[src/rtl/mem_stall_requester_pkg.sv]
// Shared types and constants for the stalling memory requester.
package mem_stall_requester_pkg;

    localparam int MEM_ADDR_W = 16;
    localparam int MEM_DATA_W = 32;

    typedef enum logic {
        IDLE   = 1'b0,
        ACCESS = 1'b1
    } state_t;

    localparam logic [1:0] ERR_OK      = 2'b00;
    localparam logic [1:0] ERR_ALIGN   = 2'b01;
    localparam logic [1:0] ERR_MEM     = 2'b10;
    localparam logic [1:0] ERR_TIMEOUT = 2'b11;

    // Word accesses need the two byte-offset bits clear.
    function automatic logic is_word_aligned(input logic [MEM_ADDR_W-1:0] addr);
        return (addr[1:0] == 2'b00);
    endfunction

endpackage

[src/rtl/mem_stall_requester_sat_counter.sv]
// Width-parameterised saturating up-counter with synchronous clear.
module sat_counter #(
    parameter int WIDTH = 16
) (
    input  logic             clk,
    input  logic             rst,
    input  logic             clr,
    input  logic             inc,
    output logic [WIDTH-1:0] count
);

    localparam logic [WIDTH-1:0] ONE = {{(WIDTH-1){1'b0}}, 1'b1};

    // Clear has priority; increments stop at all-ones instead of wrapping.
    always_ff @(posedge clk or posedge rst) begin
        if (rst) begin
            count <= '0;
        end else if (clr) begin
            count <= '0;
        end else if (inc && (count != '1)) begin
            count <= count + ONE;
        end
    end

endmodule

[src/rtl/mem_stall_requester.sv]
// Initiator for a stalling single-cycle memory: one word access at a time,
// registered memory-side outputs, response with error code and a watchdog.
module mem_stall_requester
    import mem_stall_requester_pkg::*;
#(
    parameter int TIMEOUT = 64,
    parameter int CNT_W   = 16
) (
    input  logic                  clk,
    input  logic                  rst,
    input  logic                  req_valid,
    output logic                  req_ready,
    input  logic                  req_wr,
    input  logic [MEM_ADDR_W-1:0] req_addr,
    input  logic [MEM_DATA_W-1:0] req_wdata,
    output logic                  resp_valid,
    output logic [MEM_DATA_W-1:0] resp_rdata,
    output logic [1:0]            resp_err,
    output logic                  mem_enable,
    output logic                  mem_wr,
    output logic [MEM_ADDR_W-1:0] mem_addr,
    output logic [MEM_DATA_W-1:0] mem_wdata,
    input  logic [MEM_DATA_W-1:0] mem_rdata,
    input  logic                  mem_ready,
    input  logic                  mem_err,
    output logic [CNT_W-1:0]      stall_count
);

    // Last wait-counter value before the watchdog fires; the abort happens on
    // the TIMEOUT-th consecutive ready-low ACCESS cycle.
    localparam logic [CNT_W-1:0] WAIT_LAST = CNT_W'(TIMEOUT - 1);

    state_t           state;
    logic [CNT_W-1:0] wait_count;
    logic             stalled;
    logic             timeout_hit;
    logic             wait_clr;

    // Requests are only taken while idle; state is a register so this is glitch-free.
    assign req_ready   = (state == IDLE);
    assign stalled     = (state == ACCESS) && !mem_ready;
    assign timeout_hit = stalled && (wait_count == WAIT_LAST);
    assign wait_clr    = (state == IDLE);

    sat_counter #(.WIDTH(CNT_W)) u_wait_cnt (
        .clk   (clk),
        .rst   (rst),
        .clr   (wait_clr),
        .inc   (stalled),
        .count (wait_count)
    );

    sat_counter #(.WIDTH(CNT_W)) u_stall_cnt (
        .clk   (clk),
        .rst   (rst),
        .clr   (1'b0),
        .inc   (stalled),
        .count (stall_count)
    );

    // Access FSM with all memory-side and response outputs registered.
    always_ff @(posedge clk or posedge rst) begin
        if (rst) begin
            state      <= IDLE;
            resp_valid <= 1'b0;
            resp_rdata <= '0;
            resp_err   <= ERR_OK;
            mem_enable <= 1'b0;
            mem_wr     <= 1'b0;
            mem_addr   <= '0;
            mem_wdata  <= '0;
        end else begin
            resp_valid <= 1'b0;
            case (state)
                IDLE: begin
                    if (req_valid) begin
                        if (!is_word_aligned(req_addr)) begin
                            // Rejected locally; memory never sees the request.
                            resp_valid <= 1'b1;
                            resp_err   <= ERR_ALIGN;
                            resp_rdata <= '0;
                        end else begin
                            mem_enable <= 1'b1;
                            mem_wr     <= req_wr;
                            mem_addr   <= req_addr;
                            mem_wdata  <= req_wr ? req_wdata : '0;
                            state      <= ACCESS;
                        end
                    end
                end
                ACCESS: begin
                    if (mem_ready) begin
                        mem_enable <= 1'b0;
                        resp_valid <= 1'b1;
                        resp_rdata <= (!mem_wr && !mem_err) ? mem_rdata : '0;
                        resp_err   <= mem_err ? ERR_MEM : ERR_OK;
                        state      <= IDLE;
                    end else if (timeout_hit) begin
                        mem_enable <= 1'b0;
                        resp_valid <= 1'b1;
                        resp_rdata <= '0;
                        resp_err   <= ERR_TIMEOUT;
                        state      <= IDLE;
                    end
                end
                default: begin
                    state      <= IDLE;
                    mem_enable <= 1'b0;
                end
            endcase
        end
    end

endmodule

[config.mk]
export PLATFORM = sky130hd
export DESIGN_NAME = mem_stall_requester
export DESIGN_NICKNAME = d
export VERILOG_FILES = /design/src/rtl/mem_stall_requester_pkg.sv /design/src/rtl/mem_stall_requester_sat_counter.sv /design/src/rtl/mem_stall_requester.sv
export SDC_FILE = /design/constraint.sdc
export NUM_CORES = 1
export LEC_CHECK = 0
export CORE_MARGIN = 5
export CORE_UTILIZATION = 40
export DETAILED_ROUTE_END_ITERATION = 8
export PLACE_DENSITY = 0.76
export SETUP_SLACK_MARGIN = 0.15
export SLEW_MARGIN = 40
export SYNTH_ARGS = -nofsm -noshare
export SYNTH_HDL_FRONTEND = slang
export SYNTH_SLANG_ARGS = --single-unit
[constraint.sdc]
create_clock -name clk -period 3.85 [get_ports clk]
set_clock_uncertainty 0.2 [all_clocks]
set_input_delay 0.385 -clock clk [delete_from_list [all_inputs] [get_ports clk]]
set_output_delay 0.385 -clock clk [all_outputs]
set_load 0.01 [all_outputs]
==> impl_summary.log, run 1 <==
INFO  metric status = finished, final reports clean
INFO  metric synth.top_cells.by_area = sky130_fd_sc_hd__dfrtp_1 (59%), sky130_fd_sc_hd__nand2_1 (6.9%), sky130_fd_sc_hd__a22o_1 (5.6%), sky130_fd_sc_hd__mux2_2 (4.0%), sky130_fd_sc_hd__o21ai_0 (3.9%)
INFO  metric synth_nets = 545
INFO  metric reg2reg_depth = 4
INFO  metric postCtsSetupRepairBufs = 0
INFO  metric timing.slew.headroom = a little under half
INFO  metric synth_cell_type_count = 46
INFO  metric drt_first_iter_violations = between 200 and 300
INFO  metric groute.usage.overall = 18.76%
INFO  metric cts.sink_count = between 100 and 150
INFO  metric synth_async_sr_flop_share = between 90% and 100%
INFO  metric synthesis.area = just over 0.005 mm²
INFO  metric synth.yosys.seq_area_share = roughly three fifths
INFO  metric die_height = roughly 120 µm
INFO  metric route.top_layer_used = met4
INFO  metric power_per_cell_area = approximately 500 mW/mm²
INFO  metric vias = 4204
INFO  metric cts_buffers = 17
INFO  metric power.static_leakage = around 0.0033 µW
INFO  metric dpl.hpwl = 9.993 mm
INFO  metric achievable-frequency = 0.3918 GHz
INFO  metric netlist.area_leader.share = between 50% and 60%
INFO  metric synthDominantAreaCellType = sky130_fd_sc_hd__dfrtp_1
INFO  metric place_area = between 0.007 and 0.008 mm²
INFO  metric power_switching_share = between 20% and 30%
INFO  metric floorplan.io_pins = roughly 190
INFO  metric n_fill_cell = between 1000 and 1500
INFO  metric timing.critical_path.arrival = approximately 2.0 ns
INFO  metric setup_violations = 0
INFO  metric final_period_minus_worst_setup_slack = about 2.6 ns
INFO  metric die_x = around 120 µm
INFO  metric clock_tree.htree_level_count = 4
INFO  metric finalHoldViolations = 0
INFO  metric floorplan.rows = about 40
INFO  metric cts.root.buffer_cell = sky130_fd_sc_hd__clkbuf_16
INFO  metric critPathLaunchType = register
INFO  metric ctsLongestPathBuffers = 2
INFO  metric yosys_register_bits = between 100 and 150
INFO  metric final_design_area_no_fill = around 0.0078 mm²
INFO  metric power = roughly 3800 µW
INFO  metric largest_net_degree_at_the_start_of_global_routing = slightly above 80
INFO  metric synth-warning-count = 0
INFO  metric synth_ff_type = sky130_fd_sc_hd__dfrtp_1
INFO  metric vias_per_cell = 5.047
INFO  metric max_cap_check_violation_count = 0
INFO  metric worst_hold_path_type = in -> async
INFO  metric synth_area_per_cell = between 10 and 15 µm²
INFO  metric final-max-slew-violation-count = 0
INFO  metric required = about 3.3 ns
INFO  metric rsz_0062_raised_after_global_routing = no
INFO  metric remaining_drc_errors = 0
INFO  metric hold_slack = around 0.038 ns
INFO  metric setup_total_negative_slack = 0 ns
INFO  metric drt.antenna.violating_nets = 0
INFO  metric number_of_global_route_vias_before_repair = roughly 4300
INFO  metric grt_antenna_before_repair = 0
INFO  metric post_route_cells_drive_above_1_share = 11.20%
INFO  metric power.ir.vdd_worst = approximately 0.00043 V
INFO  metric antenna_cells_inserted = 0
INFO  metric port_buffers = around 190
INFO  metric path_class = reg -> out
INFO  metric design.final.nets = between 700 and 800
INFO  metric syn-instance-count = around 460
INFO  metric grt_pass1_wl = ~22 mm
INFO  metric met1_length = about 5.6 mm
INFO  metric pwr-share-seq = 38.9%
INFO  metric switchingPower = between 900 and 1000 µW
INFO  metric core_area = between 0.01 and 0.015 mm²
INFO  metric layout-area-overhead-vs-synth = 54.30%
INFO  metric timing.critical_path.fanout_max = 18
INFO  metric design.die.area = approximately 0.015 mm²
INFO  metric grt.overflow.total = 0
INFO  metric route.met2.wl = 6.589 mm
INFO  metric clkLatencyLatePin = 0.41 ns
INFO  metric setup.worst_path.end_class = output pin
INFO  metric detail_route.first_pass.iterations = 6
INFO  metric final-seq-area = about 0.0030 mm²
INFO  metric tritoncts = yes
INFO  metric routedWlPerCell = around 16 µm
INFO  metric finalWeightedCongestion = slightly below 0.9
INFO  metric comb_power_share = between 10% and 20%
INFO  metric post-route-period-util = about two thirds
INFO  metric intPower = about 2800 µW
INFO  metric initial_core_utilization = between 40 and 50%
INFO  metric cts_hold_buffers = 0
INFO  metric wl = ~14 mm
INFO  metric synth_enable_flop_cells = 0
INFO  metric cts.clk_slew.worst_paths = 0.05 ns
INFO  metric multi_input_area = just under 0.002 mm²
INFO  metric clkPwrFrac = a little over two fifths
INFO  metric dr_wl_met3 = ~1.3 mm
INFO  metric post_cts_resized = 0
INFO  metric timing_worst_slew_pin_value = 0.7911 ns
==> critical path, stage by stage, from the launching register on <==
cell and delay (ns):
sky130_fd_sc_hd__dfrtp_1 0.72, sky130_fd_sc_hd__inv_1 0.29, sky130_fd_sc_hd__clkdlybuf4s50_1 0.55
==> power groups by stage <==
| stage | sequential, µW | clock (µW) | combinational, µW |
|---|---|---|---|
| floorplan | 1540 | 0 | 192 |
| global placement | 1480 | 0 | 646 |
| detailed placement | 1490 | 0 | 666 |
| CTS | 1470 | 1700 | 673 |
| global route | 1490 | 1760 | 723 |
| finish | 1480 | 1660 | 665 |
==> cell families after synthesis <==
group	after synthesis	share of synthesized area, %
compound gates	96	13.30
flops	118	58.68
xor+xnor	11	1.915
fa+ha+maj	2	0.4972
mux	30	6.415
simple gates	164	15.99
buf+inv	36	3.207
==> path summary, 6_finish.rpt <==
path / startpoint / endpoint / slack, ns
max reg2reg: state / mem_addr[10] / 1.35
min reg2reg: mem_wdata[27] / mem_wdata[27] / 0.27
max: state / req_ready / 1.30
max in group asynchronous: rst / resp_rdata[4] / 2.43
min: rst / mem_addr[8] / 0.04
min in group clk: mem_wdata[27] / mem_wdata[27] / 0.27
==> sequential cells by signal, summed over array words and instances, names as in the netlist <==
register	cells
mem_addr	16
mem_enable	1
mem_wdata	32
mem_wr	1
resp_err	2
resp_rdata	32
resp_valid	1
state	1
u_stall_cnt.count	16
u_wait_cnt.count	16
==> cell usage after synthesis, types with 10 or more instances <==
cell and count:
sky130_fd_sc_hd__a22o_1 32, sky130_fd_sc_hd__clkbuf_1 19, sky130_fd_sc_hd__dfrtp_1 118, sky130_fd_sc_hd__inv_1 10
sky130_fd_sc_hd__mux2_2 18, sky130_fd_sc_hd__mux2i_1 12, sky130_fd_sc_hd__nand2_1 92, sky130_fd_sc_hd__nand2b_1 11
sky130_fd_sc_hd__nand3_1 10, sky130_fd_sc_hd__nor2_1 10, sky130_fd_sc_hd__o21ai_0 39
==> stage by stage <==
stage,util [%],std cells,worst slack (ns)
2_1_floorplan,-,457,1.629
3_3_place_gp,56.71,798,1.112
3_5_place_dp,57.11,800,1.150
4_1_cts,62.17,832,1.290
5_1_grt,62.29,833,1.191
6_report,62.29,833,1.298
==> layer usage <==
layer,track usage (%),up-vias
li1,-,2006
met1,22.29,2007
met2,29.45,171
met3,8.310,20
met4,8.467,0
met5,0,-
==> placed cells by master, fill, tap and decap left out, types with 2 or more instances in the layout <==
cell and count:
sky130_fd_sc_hd__bufinv_16 4, sky130_fd_sc_hd__a31oi_1 3, sky130_fd_sc_hd__mux2i_1 12, sky130_fd_sc_hd__clkdlybuf4s50_1 186, sky130_fd_sc_hd__or4_1 2, sky130_fd_sc_hd__nor4_1 4, sky130_fd_sc_hd__dfrtp_1 118, sky130_fd_sc_hd__nor2_1 10
sky130_fd_sc_hd__or3_1 2, sky130_fd_sc_hd__o21ai_0 39, sky130_fd_sc_hd__nand2b_1 11, sky130_fd_sc_hd__a21oi_1 9, sky130_fd_sc_hd__and4b_1 3, sky130_fd_sc_hd__inv_1 9, sky130_fd_sc_hd__a22o_1 32, sky130_fd_sc_hd__nand4_1 7
sky130_fd_sc_hd__and2_1 2, sky130_fd_sc_hd__xor2_1 8, sky130_fd_sc_hd__clkinv_4 5, sky130_fd_sc_hd__xnor2_1 3, sky130_fd_sc_hd__or4_4 2, sky130_fd_sc_hd__a211oi_1 3, sky130_fd_sc_hd__mux2_2 18, sky130_fd_sc_hd__ha_1 2
sky130_fd_sc_hd__clkinv_2 2, sky130_fd_sc_hd__clkinvlp_4 4, sky130_fd_sc_hd__o41ai_1 2, sky130_fd_sc_hd__or4b_2 2, sky130_fd_sc_hd__buf_16 2, sky130_fd_sc_hd__nand3_1 9, sky130_fd_sc_hd__nand2_1 92, sky130_fd_sc_hd__nor3_1 8
sky130_fd_sc_hd__clkbuf_16 17, sky130_fd_sc_hd__buf_4 8
==> area by class of cell <==
type	count	area share, %
clock inverter	15	2.643
clock buffer	17	5.479
inverter	10	0.5317
sequential	118	38.03
timing repair buffer	198	25.72
tap	172	2.772
multi-input combinational	303	24.83
(Power assumes the default switching activity.)
==> run 2, diff against run 1 <==
--- a/config.mk
+++ b/config.mk
@@ -6,9 +6,9 @@
 export NUM_CORES = 1
 export LEC_CHECK = 0
 export CORE_MARGIN = 5
-export CORE_UTILIZATION = 40
+export CORE_UTILIZATION = 44
 export DETAILED_ROUTE_END_ITERATION = 8
-export PLACE_DENSITY = 0.76
+export PLACE_DENSITY = 0.8
 export SETUP_SLACK_MARGIN = 0.15
 export SLEW_MARGIN = 40
 export SYNTH_ARGS = -nofsm -noshare
==> constraint.sdc (replaced) <==
create_clock -name clk -period 2.4 [get_ports clk]
set_clock_uncertainty 0.2 [all_clocks]
set_input_delay 0.24 -clock clk [delete_from_list [all_inputs] [get_ports clk]]
set_output_delay 0.24 -clock clk [all_outputs]
set_load 0.01 [all_outputs]
==> run 2 against run 1 <==
  * Routed wire length rose by 6.4%
  * Cell area rose by 2.3%
  * Via count rose by 3.4%
  * Highest routed layer unchanged
  * Core utilization rose by 7.9 points
  * Power rose by 66%
  * Worst hold slack improved by 0.046 ns
  * First-iteration DRC count rose by 24%
  * Sequential cell count did not move
==> impl_summary.log, run 2 (synthesis gave the netlist of run 1 again) <==
INFO  metric timing.final.ws_setup = 0.2015 ns (was 1.298 ns)
INFO  metric grt.overflow.total = 0 (unchanged)
INFO  metric largest_net_degree_at_the_start_of_global_routing = 84 (was 83)
INFO  metric post-route-period-util = 91.60%
INFO  metric grt_antenna_before_repair = 0 (unchanged)
INFO  metric timing.critical_path.arrival = 1.76 ns (was 1.97 ns)
INFO  metric finalHoldViolations = 0 (unchanged)
INFO  metric layout-area-overhead-vs-synth = 57.83% (was 54.30%)
INFO  metric antenna_cells_inserted = 0 (unchanged)
INFO  metric achievable-frequency = 0.4549 GHz
INFO  metric final-max-slew-violation-count = 0 (unchanged)
INFO  metric max_cap_check_violation_count = 0 (unchanged)
INFO  metric power_per_cell_area = 793.4 mW/mm² (was 488.7 mW/mm²)
INFO  metric power.static_leakage = 0.003418 µW (was 0.003323 µW)
INFO  metric dr_wl_met3 = 1.350 mm (was 1.261 mm)
INFO  metric mostFrequentLayoutCells = sky130_fd_sc_hd__clkdlybuf4s50_1 (187), sky130_fd_sc_hd__dfrtp_1 (117), sky130_fd_sc_hd__nand2_1 (92) (was sky130_fd_sc_hd__clkdlybuf4s50_1 (186), sky130_fd_sc_hd__dfrtp_1 (118), sky130_fd_sc_hd__nand2_1 (92))
INFO  metric cts.clk_slew.worst_paths = 0.05 ns (about the same)
INFO  metric switchingPower = 1488 µW (was 947.2 µW)
INFO  metric floorplan.io_pins = 188 (unchanged)
INFO  metric port_buffers = 187 (unchanged)
INFO  metric core_area = 0.01132 mm² (was 0.01247 mm²)
INFO  metric comb_power_share = 18.2% (was 17.5%)
INFO  metric finalNonFillerCells = 819 (was 833)
INFO  metric setup_total_negative_slack = 0 ns (unchanged)
INFO  metric cts.sink_count = 118 (unchanged)
INFO  metric final_period_minus_worst_setup_slack = between 2 and 2.5 ns
INFO  metric initial_core_utilization = 44.45% (was 40.37%)
INFO  metric routedWlPerCell = 17.81 µm (was 16.46 µm)
INFO  metric timing.critical_path.fanout_max = 17 (was 18)
INFO  metric finalWeightedCongestion = 0.8429 (was 0.8794)
INFO  metric route.top_layer_used = met4 (unchanged)
INFO  metric vias_per_cell = 5.309 (was 5.047)
INFO  metric drt_first_iter_violations = 363 (was 292)
INFO  metric met1_length = 5.586 mm (was 5.566 mm)
INFO  metric power_switching_share = 23.61% (was 24.96%)
INFO  metric power.ir.vdd_worst = 0.0007465 V (was 0.0004349 V)
INFO  metric dpl.hpwl = 9.888 mm (was 9.993 mm)
INFO  metric detail_route.first_pass.iterations = 4 (was 6)
INFO  metric setup_violations = 0 (unchanged)
INFO  metric grt_pass1_wl = 22.34 mm (was 21.58 mm)
INFO  metric critPathLaunchType = register (unchanged)
INFO  metric remaining_drc_errors = 0 (unchanged)
INFO  metric place_ws = -0.002500 ns (was 1.150 ns)
INFO  metric timing.slew.headroom = 56.52% (was 47.15%)
INFO  metric path_class = reg -> out (unchanged)
INFO  metric groute.usage.overall = 21.28% (was 18.76%)
INFO  metric cts_hold_buffers = 0 (unchanged)
INFO  metric clkLatencyLatePin = 0.41 ns (about the same)
INFO  metric status = finished, final reports clean (unchanged)
INFO  metric design.final.nets = 751 (was 736)
INFO  metric clock_tree.htree_level_count = 4 (unchanged)
INFO  metric ctsLongestPathBuffers = 2 (unchanged)
INFO  metric layout_top_registers = mem_wdata: 32 flops, resp_rdata: 32 flops (unchanged)
INFO  metric vias = 4348 (was 4204)
INFO  metric floorplan.rows = 39 (was 41)
INFO  metric placed_instances = 777 (was 800)
INFO  metric rsz_0062_raised_after_global_routing = yes (was no)
INFO  metric intPower = 4814 µW (was 2848 µW)
INFO  metric pwr-share-seq = 37.4% (was 38.9%)
INFO  metric post_route_cells_drive_above_1_share = 13.91% (was 11.20%)
INFO  metric setup.worst_path.end_class = output pin (unchanged)
INFO  metric required = 1.96 ns (was 3.26 ns)
INFO  metric crit_path_start = state (unchanged)
INFO  metric number_of_global_route_vias_before_repair = 4403 (was 4253)
INFO  metric drt.antenna.violating_nets = 0 (unchanged)
INFO  metric route.met2.wl = 7.489 mm (was 6.589 mm)
INFO  metric layout.cells.most_common = sky130_fd_sc_hd__clkdlybuf4s50_1 (unchanged)
INFO  metric clkPwrFrac = 44.4% (was 43.6%)
INFO  metric timing_worst_slew_pin_value = 0.6502 ns (was 0.7911 ns)
INFO  metric wl = 14.58 mm (was 13.71 mm)
INFO  metric die_height = 116.9 µm (was 122.2 µm)
INFO  metric finalCoreUtilization = 70.16% (was 62.29%)
INFO  metric worst_hold_path_type = in -> async (unchanged)
INFO  metric die_x = 116.9 µm (was 122.2 µm)
INFO  metric r2r-start = u_stall_cnt.count[1] (was state)
INFO  metric design.die.area = 0.01368 mm² (was 0.01492 mm²)
INFO  metric cts.root.buffer_cell = sky130_fd_sc_hd__clkbuf_16 (unchanged)
INFO  metric n_fill_cell = 817 (was 1003)
INFO  metric tritoncts = yes (unchanged)
INFO  metric cts_buffers = 17 (unchanged)
INFO  metric hold_slack = 0.08455 ns (was 0.03806 ns)
==> run 2: power by group through the flow <==
stage	Clock, µW	Sequential [µW]	Combinational [µW]
3_3_place_gp	0	2370	1060
5_1_grt	2930	2390	1250
2_1_floorplan	0	2460	308
4_1_cts	2830	2360	1120
3_5_place_dp	0	2380	1080
6_report	2800	2360	1150
==> run 2: area by class of cell <==
| cell class | instances | area (µm²) | area share, % |
|---|---|---|---|
| repair buffers | 210 | 2090 | 26.31 |
| inverters | 10 | 45.04 | 0.5671 |
| clock inverters | 9 | 170.2 | 2.142 |
| multi-input cells | 306 | 2017 | 25.39 |
| clock buffers | 23 | 488.0 | 6.144 |
| well taps | 143 | 178.9 | 2.253 |
| flip-flops and latches | 118 | 2954 | 37.19 |
==> run 2: per-layer routing <==
layer / up-vias / GRT usage (%)
li1: 2047 / -
met1: 2120 / 25.05
met2: 170 / 35.76
met3: 11 / 8.638
met4: 0 / 6.651
met5: - / 0
==> run 2: repair_timing <==
action | in CTS | in global routing
gates cloned | 2 | 1
setup endpoints to repair | 29 | 41
resized for setup | 8 | 6
setup buffers | 4 | 3
pin swaps | 4 | 2
==> run 2: stage by stage <==
stage	area (µm²)	power [µW]
after floorplan	5036	2772
after global placement	7131	3426
after detailed placement	7131	3465
after CTS	7879	6312
after global routing	7943	6564
final	7943	6302
==> run 2: critical path, stage by stage, from the launching register on <==
cell	delay [ns]
sky130_fd_sc_hd__dfrtp_1	0.36
sky130_fd_sc_hd__buf_6	0.23
sky130_fd_sc_hd__clkinvlp_4	0.22
sky130_fd_sc_hd__clkdlybuf4s50_1	0.53
==> run 2: worst paths after layout <==
path	end	depth (start not counted)	slack, ns
max in group asynchronous	resp_rdata[5]	3	1.37
max	req_ready	3	0.20
min in group clk	mem_wdata[30]	3	0.18
min reg2reg	mem_wdata[0]	2	0.27
min	u_wait_cnt.count[4]	3	0.08
max reg2reg	u_stall_cnt.count[14]	5	0.22
==> run 3, diff against run 2 <==
--- a/config.mk
+++ b/config.mk
@@ -5,6 +5,7 @@
 export SDC_FILE = /design/constraint.sdc
 export NUM_CORES = 1
 export LEC_CHECK = 0
+export CORE_ASPECT_RATIO = 1.1
 export CORE_MARGIN = 5
 export CORE_UTILIZATION = 44
 export DETAILED_ROUTE_END_ITERATION = 8
==> run 3 against run 2 <==
  * Register-to-register slack barely moved
  * Count of clock-buffer cells in the layout fell by 5
  * Largest power group unchanged
  * Critical path depth rose by 1
==> impl_summary.log, run 3 (synthesis gave the netlist of run 1 again) <==
INFO  metric wl = 14.40 mm (was 14.58 mm)
INFO  metric cts.clk_slew.worst_paths = 0.06 ns (was 0.05 ns)
INFO  metric timing.critical_path.arrival = 2.26 ns (was 1.76 ns)
INFO  metric status = finished, final reports clean (unchanged)
INFO  metric grt_busiest_layer = met2 (unchanged)
INFO  metric timing_worst_slew_pin_value = 0.8200 ns (was 0.6502 ns)
INFO  metric setup.worst_path.end_class = register (was output pin)
INFO  metric tritoncts = yes (unchanged)
INFO  metric post_route_cells_drive_above_1_share = 14.05% (was 13.91%)
INFO  metric hold_slack = 0.1852 ns (was 0.08455 ns)
INFO  metric timing.critical_path.fanout_max = 11 (was 17)
INFO  metric power.ir.vdd_worst = 0.0004442 V (was 0.0007465 V)
INFO  metric path_class = reg -> reg (was reg -> out)
INFO  metric switchingPower = 1558 µW (was 1488 µW)
INFO  metric number_of_global_route_vias_before_repair = 4529 (was 4403)
INFO  metric cts.root.buffer_cell = sky130_fd_sc_hd__clkbuf_16 (unchanged)
INFO  metric grt_pass1_wl = 22.98 mm (was 22.34 mm)
INFO  metric drt_first_iter_violations = 362 (was 363)
INFO  metric clkPwrFrac = 43.6% (was 44.4%)
INFO  metric rr_endpoint = u_wait_cnt.count[11] (was u_stall_cnt.count[14])
INFO  metric layout_top_registers = mem_wdata: 32 flops, resp_rdata: 32 flops (unchanged)
INFO  metric die_height = 122.2 µm (was 116.9 µm)
INFO  metric largest_net_degree_at_the_start_of_global_routing = 119 (was 84)
INFO  metric grtUsageMet2 = 34.52% (was 35.76%)
INFO  metric detail_route.first_pass.iterations = 5 (was 4)
INFO  metric reg2reg_depth = 4 (was 5)
INFO  metric final-max-slew-violation-count = 0 (unchanged)
INFO  metric place_area = 0.007139 mm² (was 0.007131 mm²)
INFO  metric antenna_cells_inserted = 0 (unchanged)
INFO  metric remaining_drc_errors = 0 (unchanged)
INFO  metric setup_total_negative_slack = 0 ns (unchanged)
INFO  metric grt_antenna_before_repair = 0 (unchanged)
INFO  metric crit_path_start = u_wait_cnt.count[9] (was state)
INFO  metric achievable-frequency = 0.4571 GHz (was 0.4549 GHz)
INFO  metric grt.overflow.total = 0 (unchanged)
INFO  metric groute.usage.overall = 21.29% (was 21.28%)
INFO  metric die_x = 112.0 µm (was 116.9 µm)
INFO  metric global_routing_met1_resource_utilization = 25.36% (was 25.05%)
INFO  metric finalCoreUtilization = 70.08% (was 70.16%)
INFO  metric power.static_leakage = 0.003389 µW (was 0.003418 µW)
INFO  metric comb_power_share = 18.4% (was 18.2%)
INFO  metric floorplan.rows = 41 (was 39)
INFO  metric required = 2.47 ns (was 1.96 ns)
INFO  metric dpl.hpwl = 9.643 mm (was 9.888 mm)
INFO  metric final_period_minus_worst_setup_slack = 2.188 ns (was 2.198 ns)
INFO  metric r2r_slack = 0.21 ns (was 0.22 ns)
INFO  metric critPathLaunchType = register (unchanged)
INFO  metric post-route-period-util = 91.16% (was 91.60%)
INFO  metric setup_violations = 0 (unchanged)
INFO  metric drt.antenna.violating_nets = 0 (unchanged)
INFO  metric final_design_area_no_fill = 0.007945 mm² (was 0.007943 mm²)
INFO  metric cts_buffers = 17 (unchanged)
INFO  metric final-seq-area = 0.002954 mm² (unchanged)
INFO  metric clock_tree.htree_level_count = 4 (unchanged)
INFO  metric mostFrequentLayoutCells = sky130_fd_sc_hd__clkdlybuf4s50_1 (187), sky130_fd_sc_hd__dfrtp_1 (117), sky130_fd_sc_hd__nand2_1 (92) (unchanged)
INFO  metric timing.slew.headroom = 45.22% (was 56.52%)
INFO  metric r2r-start = u_wait_cnt.count[9] (was u_stall_cnt.count[1])
INFO  metric intPower = 4641 µW (was 4814 µW)
INFO  metric n_fill_cell = 823 (was 817)
INFO  metric grt_use_met3 = 7.303% (was 8.638%)
INFO  metric worst_hold_path_type = in -> reg (was in -> async)
INFO  metric ctsLongestPathBuffers = 2 (unchanged)
INFO  metric worst_setup_ep = u_wait_cnt.count[11] (was req_ready)
INFO  metric power_switching_share = 25.13% (was 23.61%)
INFO  metric port_buffers = 187 (unchanged)
INFO  metric design.final.nets = 751 (unchanged)
INFO  metric finalWeightedCongestion = 0.8464 (was 0.8429)
INFO  metric layout.cells.most_common = sky130_fd_sc_hd__clkdlybuf4s50_1 (unchanged)
INFO  metric vias = 4409 (was 4348)
INFO  metric core_area = 0.01134 mm² (was 0.01132 mm²)
INFO  metric power_per_cell_area = 780.2 mW/mm² (was 793.4 mW/mm²)
INFO  metric routedWlPerCell = 17.43 µm (was 17.81 µm)
INFO  metric design.die.area = 0.01368 mm² (about the same)
INFO  metric cts.sink_count = 118 (unchanged)
INFO  metric layout-area-overhead-vs-synth = 57.88% (was 57.83%)
INFO  metric rsz_0062_raised_after_global_routing = no (was yes)
INFO  metric clkLatencyLatePin = 0.40 ns (was 0.41 ns)
INFO  metric vias_per_cell = 5.338 (was 5.309)
INFO  metric cts_hold_buffers = 0 (unchanged)
INFO  metric pwr-share-seq = 38.0% (was 37.4%)
INFO  metric finalHoldViolations = 0 (unchanged)
INFO  metric floorplan.io_pins = 188 (unchanged)
INFO  metric multi_input_area = 0.002038 mm² (was 0.002017 mm²)
INFO  metric initial_core_utilization = 44.39% (was 44.45%)
INFO  metric max_cap_check_violation_count = 0 (unchanged)
## run 3: metal layers
| metal | up-vias | wire (µm) | part of all wire (%) |
|---|---|---|---|
| met5 | - | 0 | 0 |
| met4 | 0 | 510 | 3.5 |
| met3 | 38 | 1131 | 7.9 |
| met2 | 183 | 7059 | 49 |
| met1 | 2141 | 5698 | 40 |
| li1 | 2047 | - | - |
## run 3: metrics by stage
step | worst slack, ns | power [µW] | std cells
2_1_floorplan | 0.1789 | 2772 | 457
3_3_place_gp | 0.03777 | 3428 | 784
3_5_place_dp | 0.04364 | 3462 | 784
4_1_cts | 0.1553 | 6212 | 824
5_1_grt | 0.1399 | 6474 | 826
6_report | 0.2121 | 6199 | 826
## run 3: worst min-delay path by stage
stage                           to  cells after the start          start  slack (ns)
floorplan           resp_rdata[15]                      1  mem_rdata[15]        0.18
global placement     mem_wdata[27]                      2  mem_wdata[27]        0.26
detailed placement     mem_addr[0]                      1    mem_addr[0]        0.27
CTS                  mem_wdata[14]                      3  req_wdata[14]        0.17
global route         mem_wdata[15]                      3  req_wdata[15]        0.19
finish               mem_wdata[14]                      3  req_wdata[14]        0.19
## run 3: timing repair
action / CTS / global route
pin swaps: 6 / 5
hold endpoints to repair: 0 / 0
resized for setup: 10 / 6
setup endpoints to repair: 33 / 18
buffers inserted: 4 / 2
gates cloned: 4 / 0
## run 3: power groups by stage
stage / clock network [µW] / logic [µW] / registers, µW
2_1_floorplan: 0 / 308 / 2460
3_3_place_gp: 0 / 1060 / 2370
3_5_place_dp: 0 / 1080 / 2390
4_1_cts: 2740 / 1120 / 2350
5_1_grt: 2850 / 1240 / 2390
6_report: 2700 / 1140 / 2360
## run 3: final cells by class
| class | count | area share, % |
|---|---|---|
| inverter | 10 | 0.5669 |
| timing repair buffer | 209 | 26.20 |
| sequential | 118 | 37.18 |
| tap | 150 | 2.362 |
| multi-input combinational | 307 | 25.65 |
| clock buffer | 18 | 5.528 |
| clock inverter | 14 | 2.504 |
## run 3: worst max-delay path, stage by stage (launching register included)
cell and delay (ns):
sky130_fd_sc_hd__dfrtp_1 0.47, sky130_fd_sc_hd__nand4_1 0.24, sky130_fd_sc_hd__nor2b_1 0.70, sky130_fd_sc_hd__a21oi_1 0.28, sky130_fd_sc_hd__mux2i_1 0.17
